<file path="config.mk">
export PLATFORM = sky130hd
export DESIGN_NAME = cla4_seq_adder_ctrl
export DESIGN_NICKNAME = d
export VERILOG_FILES = /design/src/rtl/cla4_seq_adder_ctrl_pkg.sv /design/src/rtl/cla4_seq_adder_ctrl_cla4.sv /design/src/rtl/cla4_seq_adder_ctrl.sv
export SDC_FILE = /design/constraint.sdc
export NUM_CORES = 1
export LEC_CHECK = 0
export CORE_MARGIN = 5
export CORE_UTILIZATION = 35
export CTS_CLUSTER_DIAMETER = 60
export DETAILED_ROUTE_END_ITERATION = 10
export GPL_ROUTABILITY_DRIVEN = 0
export MAX_ROUTING_LAYER = met4
export PLACE_DENSITY_LB_ADDON = 0.05
export REMOVE_ABC_BUFFERS = 1
export SYNTH_ARGS = -nofsm -noshare
export SYNTH_HDL_FRONTEND = slang
export SYNTH_SLANG_ARGS = --single-unit
</file>
<file path="constraint.sdc">
create_clock -name clk -period 6.05 [get_ports clk]
set_input_delay 1.815 -clock clk [delete_from_list [all_inputs] [get_ports clk]]
set_output_delay 1.815 -clock clk [all_outputs]
set_load 0.02 [all_outputs]
</file>
<file path="src/rtl/cla4_seq_adder_ctrl_pkg.sv">
// -----------------------------------------------------------------------------
// cla4_seq_adder_ctrl_pkg
//   Shared definitions for the nibble-serial add/subtract unit:
//   - state_t  : controller FSM encoding (IDLE, RUN, DONE)
//   - NIBBLE_W : width of one slice handled by the cla4 cell per cycle
// -----------------------------------------------------------------------------
package cla4_seq_adder_ctrl_pkg;

  localparam int NIBBLE_W = 4;

  typedef enum logic [1:0] {
    IDLE = 2'd0,
    RUN  = 2'd1,
    DONE = 2'd2
  } state_t;

endpackage : cla4_seq_adder_ctrl_pkg

</file>
<file path="src/rtl/cla4_seq_adder_ctrl_cla4.sv">
// -----------------------------------------------------------------------------
// cla4
//   Purely combinational 4-bit carry-lookahead adder cell.
//   Ports:
//     din1, din2 [3:0] : addends
//     carry_in         : carry into bit 0
//     dout [3:0]       : sum
//     carry_out        : carry out of bit 3
//     overflow         : signed overflow of this slice (c3 ^ c4)
// -----------------------------------------------------------------------------
module cla4
  import cla4_seq_adder_ctrl_pkg::*;
(
  input  logic [NIBBLE_W-1:0] din1,
  input  logic [NIBBLE_W-1:0] din2,
  input  logic                carry_in,
  output logic [NIBBLE_W-1:0] dout,
  output logic                carry_out,
  output logic                overflow
);

  logic [NIBBLE_W-1:0] g;
  logic [NIBBLE_W-1:0] p;
  logic [NIBBLE_W:0]   c;

  assign g = din1 & din2;
  assign p = din1 ^ din2;

  // Every carry is a flat sum-of-products of generate/propagate terms, so no
  // carry waits on the one below it.
  assign c[0] = carry_in;
  assign c[1] = g[0] | (p[0] & c[0]);
  assign c[2] = g[1] | (p[1] & g[0]) | (p[1] & p[0] & c[0]);
  assign c[3] = g[2] | (p[2] & g[1]) | (p[2] & p[1] & g[0])
              | (p[2] & p[1] & p[0] & c[0]);
  assign c[4] = g[3] | (p[3] & g[2]) | (p[3] & p[2] & g[1])
              | (p[3] & p[2] & p[1] & g[0]) | (p[3] & p[2] & p[1] & p[0] & c[0]);

  assign dout      = p ^ c[NIBBLE_W-1:0];
  assign carry_out = c[4];
  assign overflow  = c[3] ^ c[4];

endmodule : cla4

</file>
<file path="src/rtl/cla4_seq_adder_ctrl.sv">
// -----------------------------------------------------------------------------
// cla4_seq_adder_ctrl
//   Multi-cycle WIDTH-bit add/subtract built around a single cla4 cell that
//   processes one nibble per cycle, least-significant nibble first.
//   Subtraction is a + ~b + 1: b is inverted at acceptance and the carry
//   register is seeded with 1.
//   WIDTH must be a multiple of 4 and at least 8.
//   Ports:
//     clk, rst        : clock (rising edge), synchronous active-high reset
//     start           : request, accepted only in IDLE
//     sub             : 0 = a+b, 1 = a-b (sampled with start)
//     a, b [WIDTH]    : operands (sampled with start)
//     busy            : high from the cycle after acceptance through done
//     done            : one-cycle pulse; result/flags valid from here on
//     result [WIDTH]  : sum/difference, holds until the next accepted start
//     carry_out       : carry out of MSB (for sub: 1 = no borrow)
//     overflow        : signed overflow of the full-width operation
// -----------------------------------------------------------------------------
module cla4_seq_adder_ctrl
  import cla4_seq_adder_ctrl_pkg::*;
#(
  parameter int WIDTH = 32
) (
  input  logic             clk,
  input  logic             rst,
  input  logic             start,
  input  logic             sub,
  input  logic [WIDTH-1:0] a,
  input  logic [WIDTH-1:0] b,
  output logic             busy,
  output logic             done,
  output logic [WIDTH-1:0] result,
  output logic             carry_out,
  output logic             overflow
);

  localparam int NIB    = WIDTH / NIBBLE_W;
  localparam int IDX_W  = (NIB > 1) ? $clog2(NIB) : 1;
  localparam int BASE_W = $clog2(WIDTH);
  localparam logic [IDX_W-1:0] LAST_IDX = IDX_W'(NIB - 1);

  state_t             state;
  logic [WIDTH-1:0]   op_a;
  logic [WIDTH-1:0]   op_b;
  logic               carry;
  logic [IDX_W-1:0]   idx;

  logic [BASE_W-1:0]   base;
  logic [NIBBLE_W-1:0] nib_a;
  logic [NIBBLE_W-1:0] nib_b;
  logic [NIBBLE_W-1:0] nib_sum;
  logic                nib_cout;
  logic                nib_ovf;

  // Nibble select: bit offset of the slice being worked on this cycle.
  assign base  = BASE_W'(idx) * BASE_W'(NIBBLE_W);
  assign nib_a = op_a[base +: NIBBLE_W];
  assign nib_b = op_b[base +: NIBBLE_W];

  cla4 u_cla4 (
    .din1      (nib_a),
    .din2      (nib_b),
    .carry_in  (carry),
    .dout      (nib_sum),
    .carry_out (nib_cout),
    .overflow  (nib_ovf)
  );

  // NOTE: every register here is updated with <= so all of them see the
  // pre-edge values of each other; blocking = would make ordering matter.
  always_ff @(posedge clk) begin
    if (rst) begin
      state     <= IDLE;
      op_a      <= '0;
      op_b      <= '0;
      carry     <= 1'b0;
      idx       <= '0;
      result    <= '0;
      busy      <= 1'b0;
      done      <= 1'b0;
      carry_out <= 1'b0;
      overflow  <= 1'b0;
    end else begin
      case (state)
        IDLE: begin
          done <= 1'b0;
          if (start) begin
            op_a   <= a;
            op_b   <= sub ? ~b : b;
            carry  <= sub;
            idx    <= '0;
            result <= '0;
            busy   <= 1'b1;
            state  <= RUN;
          end
        end

        RUN: begin
          result[base +: NIBBLE_W] <= nib_sum;
          carry                    <= nib_cout;
          if (idx == LAST_IDX) begin
            // Top nibble: its carry/overflow are the full-width flags.
            carry_out <= nib_cout;
            overflow  <= nib_ovf;
            done      <= 1'b1;
            state     <= DONE;
          end else begin
            idx <= idx + IDX_W'(1);
          end
        end

        DONE: begin
          done  <= 1'b0;
          busy  <= 1'b0;
          state <= IDLE;
        end

        default: begin
          done  <= 1'b0;
          busy  <= 1'b0;
          state <= IDLE;
        end
      endcase
    end
  end

endmodule : cla4_seq_adder_ctrl

</file>
==> results by group, run 1 <==
Route
  – Total wire length: 12.1 mm
  – DRC viols: 0
  – DR iter-0 viols: 232
  – DR pass1 iterations: 4
  – Via Count: 4003
  – Residual antenna-violating net count after detailed routing: 0
  – Wire length per cell: 15.3 um
  – Vias/cell: 5.04

Synth
  – Ys Warns: 0
  – Share of the synthesized area in the top cell type: 0.435
  – Largest cells by area after synthesis: dfxtp_1, mux4_2, nand2_1, xnor2_1, a211oi_1
  – Synth Area per Inst: 9.16 sq um
  – Yosys cell types: 51
  – Seq/Total Area, Yosys: 0.435
  – Ys async rst share: 0
  – Area leader, netlist: dfxtp_1
  – Synthesized instance count: 533
  – Post-synth EDFFs: 0
  – Mapped cell area: 4880 sq um
  – Main flop type after synthesis: dfxtp_1
  – Flops & latches, synth: 106

CTS
  – Postcts setup bufs: 0
  – CTS resizes: 0
  – Worst-path clk slew: 0.07 ns
  – TritonCTS clock tree: done
  – Clk_lat worst skew: 0.35 ns
  – CTS Sinks: 106
  – Depth of the CTS H-tree: 3
  – CTS buffer count: 9
  – CTS Hold Bufs: 0
  – CTS root buf: clkbuf_16
  – Deepest clock path buffer count: 2

Cells and area
  – Share of layout cells above drive strength 1: 0.0782
  – Layout area overhead: 28.6%
  – Post-Layout Cell Count: 794
  – Fill count: 1373
  – Nets: 690
  – Final core occ: 0.456
  – Antenna cells: 0
  – Final Cell Area: 6280 sq um

Placed design
  – Post-Place Cells: 778
  – Count of input and output buffers: 103
  – Pre-CTS WS: 2.23 ns
  – Area post-placement: 6000 sq um
  – DPL Wire Length: 8.51 mm

Floorplan
  – Initial Util: 0.354
  – Std-Cell Rows: 43
  – Chip height: 128 um
  – I/O pins: 104
  – DIE AREA: 16400 sq um
  – Die W: 128 um
  – Core area: 13800 sq um

Global routing
  – Vias in the first global route: 4012
  – First-pass GRT wire length: 20.1 mm
  – Total grt overflow: 0
  – Global Route Usage Sum: 0.158
  – Largest net degree at the start of global routing: 82
  – Initial antenna violation count: 0

Setup path
  – Arr. time, crit path: 3.88 ns
  – CP max FO: 13
  – Critical path class: reg -> reg
  – Startpoint Class: flip-flop
  – Worst path required time: 6.25 ns
  – CP endpoint kind: flip-flop
  – R2R cell count: 9

Timing
  – Count of pins over their slew limit: 0
  – Fmax: 271 MHz
  – RSZ-0062 raised after global routing: no
  – Period utilization: 0.609
  – Final min period: 3.68 ns
  – Hold Vio Cnt, Final: 0
  – Setup TNS: 0 ns
  – Fin worst setup slack: 2.37 ns
  – Worst clock skew: 0.00451 ns
  – WHS: 0.452 ns
  – Setup violators final: 0
  – Worst slew margin: 0.345
  – Tightest Pin Transition: 0.980 ns

Pwr
  – Lkg Pwr: 2.27 nW
  – Worst VDD drop: 0.000130 V
  – Total Power: 1.58 mW
  – PwrDens: 252 nW/um^2

Min path
  – Worst hold path type: reg -> reg
  – Cells on Worst Hold Path: 2

Outcome
  – Outcome: finished, final reports clean

Run
  – Number of max-cap violations: 0
## per-layer routing
layer  vias up  track usage  share of wire
met2        90        0.251           0.46
met4         0       0.0624          0.012
met1      1867        0.201           0.48
li1       2030            -              -
met5         -            -              0
met3        16       0.0275          0.043
## state kept, by name, summed over array words and instances (netlist names)
register and cells:
op_b 32, carry 1, op_a 32, busy 1
idx 3, overflow 1, state 2, done 1
result 32, carry_out 1
## worst max-delay path: stages (launching register included)
cell and delay (ns):
dfxtp_1 0.81, buf_4 0.37, mux4_2 0.53, nand2_1 0.08
nand2_1 0.14, ha_1 0.34, a211o_1 0.30, a21oi_1 0.31
xor2_1 0.51, o41ai_1 0.15
## layout make-up
cell class | instances | area, sq um | area share
inverters | 4 | 15.0 | 0.00239
multi-input cells | 380 | 2570 | 0.410
clock buffers | 14 | 274 | 0.0436
repair buffers | 108 | 1060 | 0.169
flip-flops and latches | 106 | 2120 | 0.338
clock inverters | 2 | 10.0 | 0.00159
well taps | 180 | 225 | 0.0359
## Yosys cell counts, types with 6 or more instances
library cell	instances
mux4_2	16
dfxtp_1	106
a22oi_1	10
nand3b_1	6
buf_1	10
a22o_1	8
nand2_1	94
clkbuf_1	27
nand3_1	8
ha_1	12
a21oi_1	39
a211oi_1	32
xnor2_1	33
nor2_1	58
## power by group
| group | switching, mW | internal (mW) |
|---|---|---|
| clock network | 0.250 | 0.312 |
| registers | 0.0232 | 0.734 |
| logic | 0.139 | 0.125 |
## cell usage in the layout, fill, tap and decap left out, drive strengths merged, types with 4 or more instances in the layout
cell and instances:
clkdlybuf4s50 101, buf 7, xnor2 33, nand3 8, a31oi 4, nor2 58, a21oi 41, nand2b 5
dfxtp 106, o41ai 4, ha 12, clkbuf 14, a22oi 10, nand2 94, a22o 8, nand3b 7
mux4 16, a32oi 4, a211oi 32
## cells by family after synthesis
family	Yosys count	synth area share
buffers and inverters	47	0.0395
adders and majority gates	13	0.0349
AOI/OAI and AO/OA	116	0.164
xor gates and xnor gates	35	0.0628
and+or+nand+nor	197	0.185
muxes	19	0.0800
DFF	106	0.435
## path summary, 6_finish.rpt
check,start,endpoint,slack [ns]
setup / recovery,idx[0],result[7],2.37
hold / removal,op_a[11],op_a[11],0.45
setup reg to reg,idx[0],result[7],2.37
hold reg to reg,op_a[11],op_a[11],0.45
Note: power is estimated with default switching activity, not from simulation.
==> run 2, diff against run 1 <==
==> constraint.sdc (replaced) <==
create_clock -name clk -period 3.05 [get_ports clk]
set_input_delay 0.915 -clock clk [delete_from_list [all_inputs] [get_ports clk]]
set_output_delay 0.915 -clock clk [all_outputs]
set_load 0.02 [all_outputs]
==> run 2 against run 1 <==
Compared with the run above:
- sequential power up 98%
- first-iteration DRC count up 11%
- routed wire length up 1.5%
- die area unchanged
- setup slack worse by 2.1 ns
- clock-buffer cell count unchanged
- non-clock buffer count up 12
- worst hold slack better by 0.0058 ns
- utilization up 1.1 points
- clock skew down 0.0012 ns
- largest cell class unchanged
==> results by group, run 2 (synthesis gave the netlist of run 1 again) <==
Outcome
  – Outcome: finished, final reports clean

Pwr
  – Sequential share of power: 0.465 (-0.013)
  – Lkg Pwr: 2.35 nW (+3.5%)
  – Gate power share: 0.172 (+0.005)
  – Net Switching: 812 uW (+97%)
  – Worst VDD drop: 0.000245 V (+89%)
  – Clock share of power: 0.363 (+0.008)
  – Net Sw Frac: 0.252 (-0.00804)
  – PwrDens: 500 nW/um^2 (+98%)
  – Pint: 2.41 mW (+110%)

Timing
  – Worst clock skew: 0.00334 ns (-0.00117 ns)
  – Setup TNS: 0 ns (unchanged)
  – Tightest Pin Transition: 0.678 ns (-0.301 ns)
  – Period utilization: 0.924 (+0.315)
  – RSZ-0062 raised after global routing: no
  – Fmax: 355 MHz (+31%)
  – Setup violators final: 0 (unchanged)
  – Count of pins over their slew limit: 0 (unchanged)
  – Final min period: 2.82 ns (-0.867 ns)
  – Hold Vio Cnt, Final: 0 (unchanged)
  – WHS: 0.457 ns (+0.00578 ns)
  – Worst slew margin: 0.548 (+0.203)

Cells and area
  – Most frequent cells in the layout: dfxtp_1, clkdlybuf4s50_1, nand2_1, nor2_1, a21oi_1
  – Biggest regs: op_a x32, op_b x32, result x32
  – Fill count: 1370 (-0.22%)
  – Commonest non-fill, non-tap cell in the layout: dfxtp_1
  – Layout area overhead: 31.8%
  – Nets: 702 (+1.7%)
  – Share of layout cells above drive strength 1: 0.0958 (+0.0177)
  – Antenna cells: 0 (unchanged)

Floorplan
  – DIE AREA: 16400 sq um (unchanged)
  – Initial Util: 0.354 (unchanged)
  – Core area: 13800 sq um (unchanged)
  – I/O pins: 104 (unchanged)
  – Chip height: 128 um (unchanged)
  – Die W: 128 um (unchanged)
  – Std-Cell Rows: 43 (unchanged)

CTS
  – Deepest clock path buffer count: 2 (unchanged)
  – CTS root buf: clkbuf_16
  – Depth of the CTS H-tree: 3 (unchanged)
  – CTS Sinks: 106 (unchanged)
  – TritonCTS clock tree: done
  – CTS buffer count: 9 (unchanged)
  – Worst-path clk slew: 0.07 ns (about the same)
  – Postcts setup bufs: 0 (unchanged)
  – Clk_lat worst skew: 0.34 ns (about the same)

Setup path
  – CP max FO: 9 (-4)
  – Worst path required time: 3.29 ns (-2.96 ns)
  – Startpoint Class: flip-flop
  – Arr. time, crit path: 3.06 ns (-0.82 ns)
  – CP endpoint kind: flip-flop
  – Critical path class: reg -> reg

Global routing
  – First-pass GRT wire length: 20.0 mm (-0.59%)
  – Initial antenna violation count: 0 (unchanged)
  – Global Route Usage Sum: 0.156 (-0.00215)
  – Vias in the first global route: 3942 (-1.7%)
  – Largest net degree at the start of global routing: 79 (-3.7%)
  – Total grt overflow: 0 (unchanged)

Route
  – DR pass1 iterations: 7 (+3)
  – Vias/cell: 4.97 (-1.4%)
  – DR iter-0 viols: 257 (+11%)
  – Wire length per cell: 15.3 um (about the same)
  – Residual antenna-violating net count after detailed routing: 0 (unchanged)
  – DRC viols: 0 (unchanged)
  – Total wire length: 12.3 mm (+1.5%)
  – Via Count: 4008 (+0.12%)

Placed design
  – Count of input and output buffers: 103 (unchanged)
  – DPL Wire Length: 8.96 mm (+5.3%)

Min path
  – Worst hold path type: reg -> reg

Run
  – Number of max-cap violations: 0 (unchanged)
==> run 2: cell types whose count changed in the layout (fill, tap and decap cells not counted), sizes merged <==
| cell | previous run | this run |
|---|---|---|
| bufinv | 0 | 1 |
| buf | 7 | 19 |
| clkinv | 3 | 2 |
==> run 2: per-layer routing <==
metal / track usage / vias to the layer above / routed length (um)
met3: 0.0288 / 11 / 394
met5: - / - / 0
li1: - / 2049 / -
met4: 0.0400 / 0 / 156
met2: 0.244 / 71 / 5720
met1: 0.209 / 1877 / 6030
==> run 2: through the flow <==
step	power, mW	area, sq um	util	setup slack (ns)	cells
final	3.22	6430	0.467	0.232	806
after global routing	3.37	6430	0.467	0.0152	806
after CTS	3.26	6420	0.466	0.150	806
after detailed placement	2.09	6120	0.445	0.170	790
after global placement	2.07	6120	0.445	0.245	790
after floorplan	1.85	4700	-	-4.24	490
==> run 2: critical path, stage by stage, from the launching register on <==
cell	delay [ns]
dfxtp_1	0.35
buf_4	0.22
mux4_2	0.51
nand2_1	0.08
nand2_1	0.14
ha_1	0.34
a211o_1	0.30
a21oi_1	0.24
xor2_2	0.18
o41ai_1	0.34
==> run 2: final cells by class <==
cell class	instances	area, sq um	area share
flip-flops and latches	106	2120	0.330
well taps	180	225	0.0350
repair buffers	120	1190	0.185
clock buffers	14	264	0.0410
inverters	4	15.0	0.00233
clock inverters	2	35.0	0.00545
multi-input cells	380	2580	0.401
==> run 2: power groups by stage <==
stage          registers (mW)  clock network [mW]  logic [mW]
2_1_floorplan            1.53                   0       0.318
3_3_place_gp             1.53                   0       0.545
3_5_place_dp             1.53                   0       0.558
4_1_cts                  1.50                1.20       0.559
5_1_grt                  1.50                1.26       0.612
6_report                 1.50                1.17       0.553
==> run 2: what timing repair did <==
action,CTS,global route
hold buffers,0,0
gates resized for setup,0,2
setup endpoints to repair,0,6
==> run 2: worst paths after layout <==
path	start	to	slack, ns	depth (start not counted)
setup / recovery	idx[0]	result[7]	0.23	9
hold / removal	op_a[27]	op_a[27]	0.46	2
setup reg to reg	idx[0]	result[7]	0.23	9
hold reg to reg	op_a[27]	op_a[27]	0.46	2
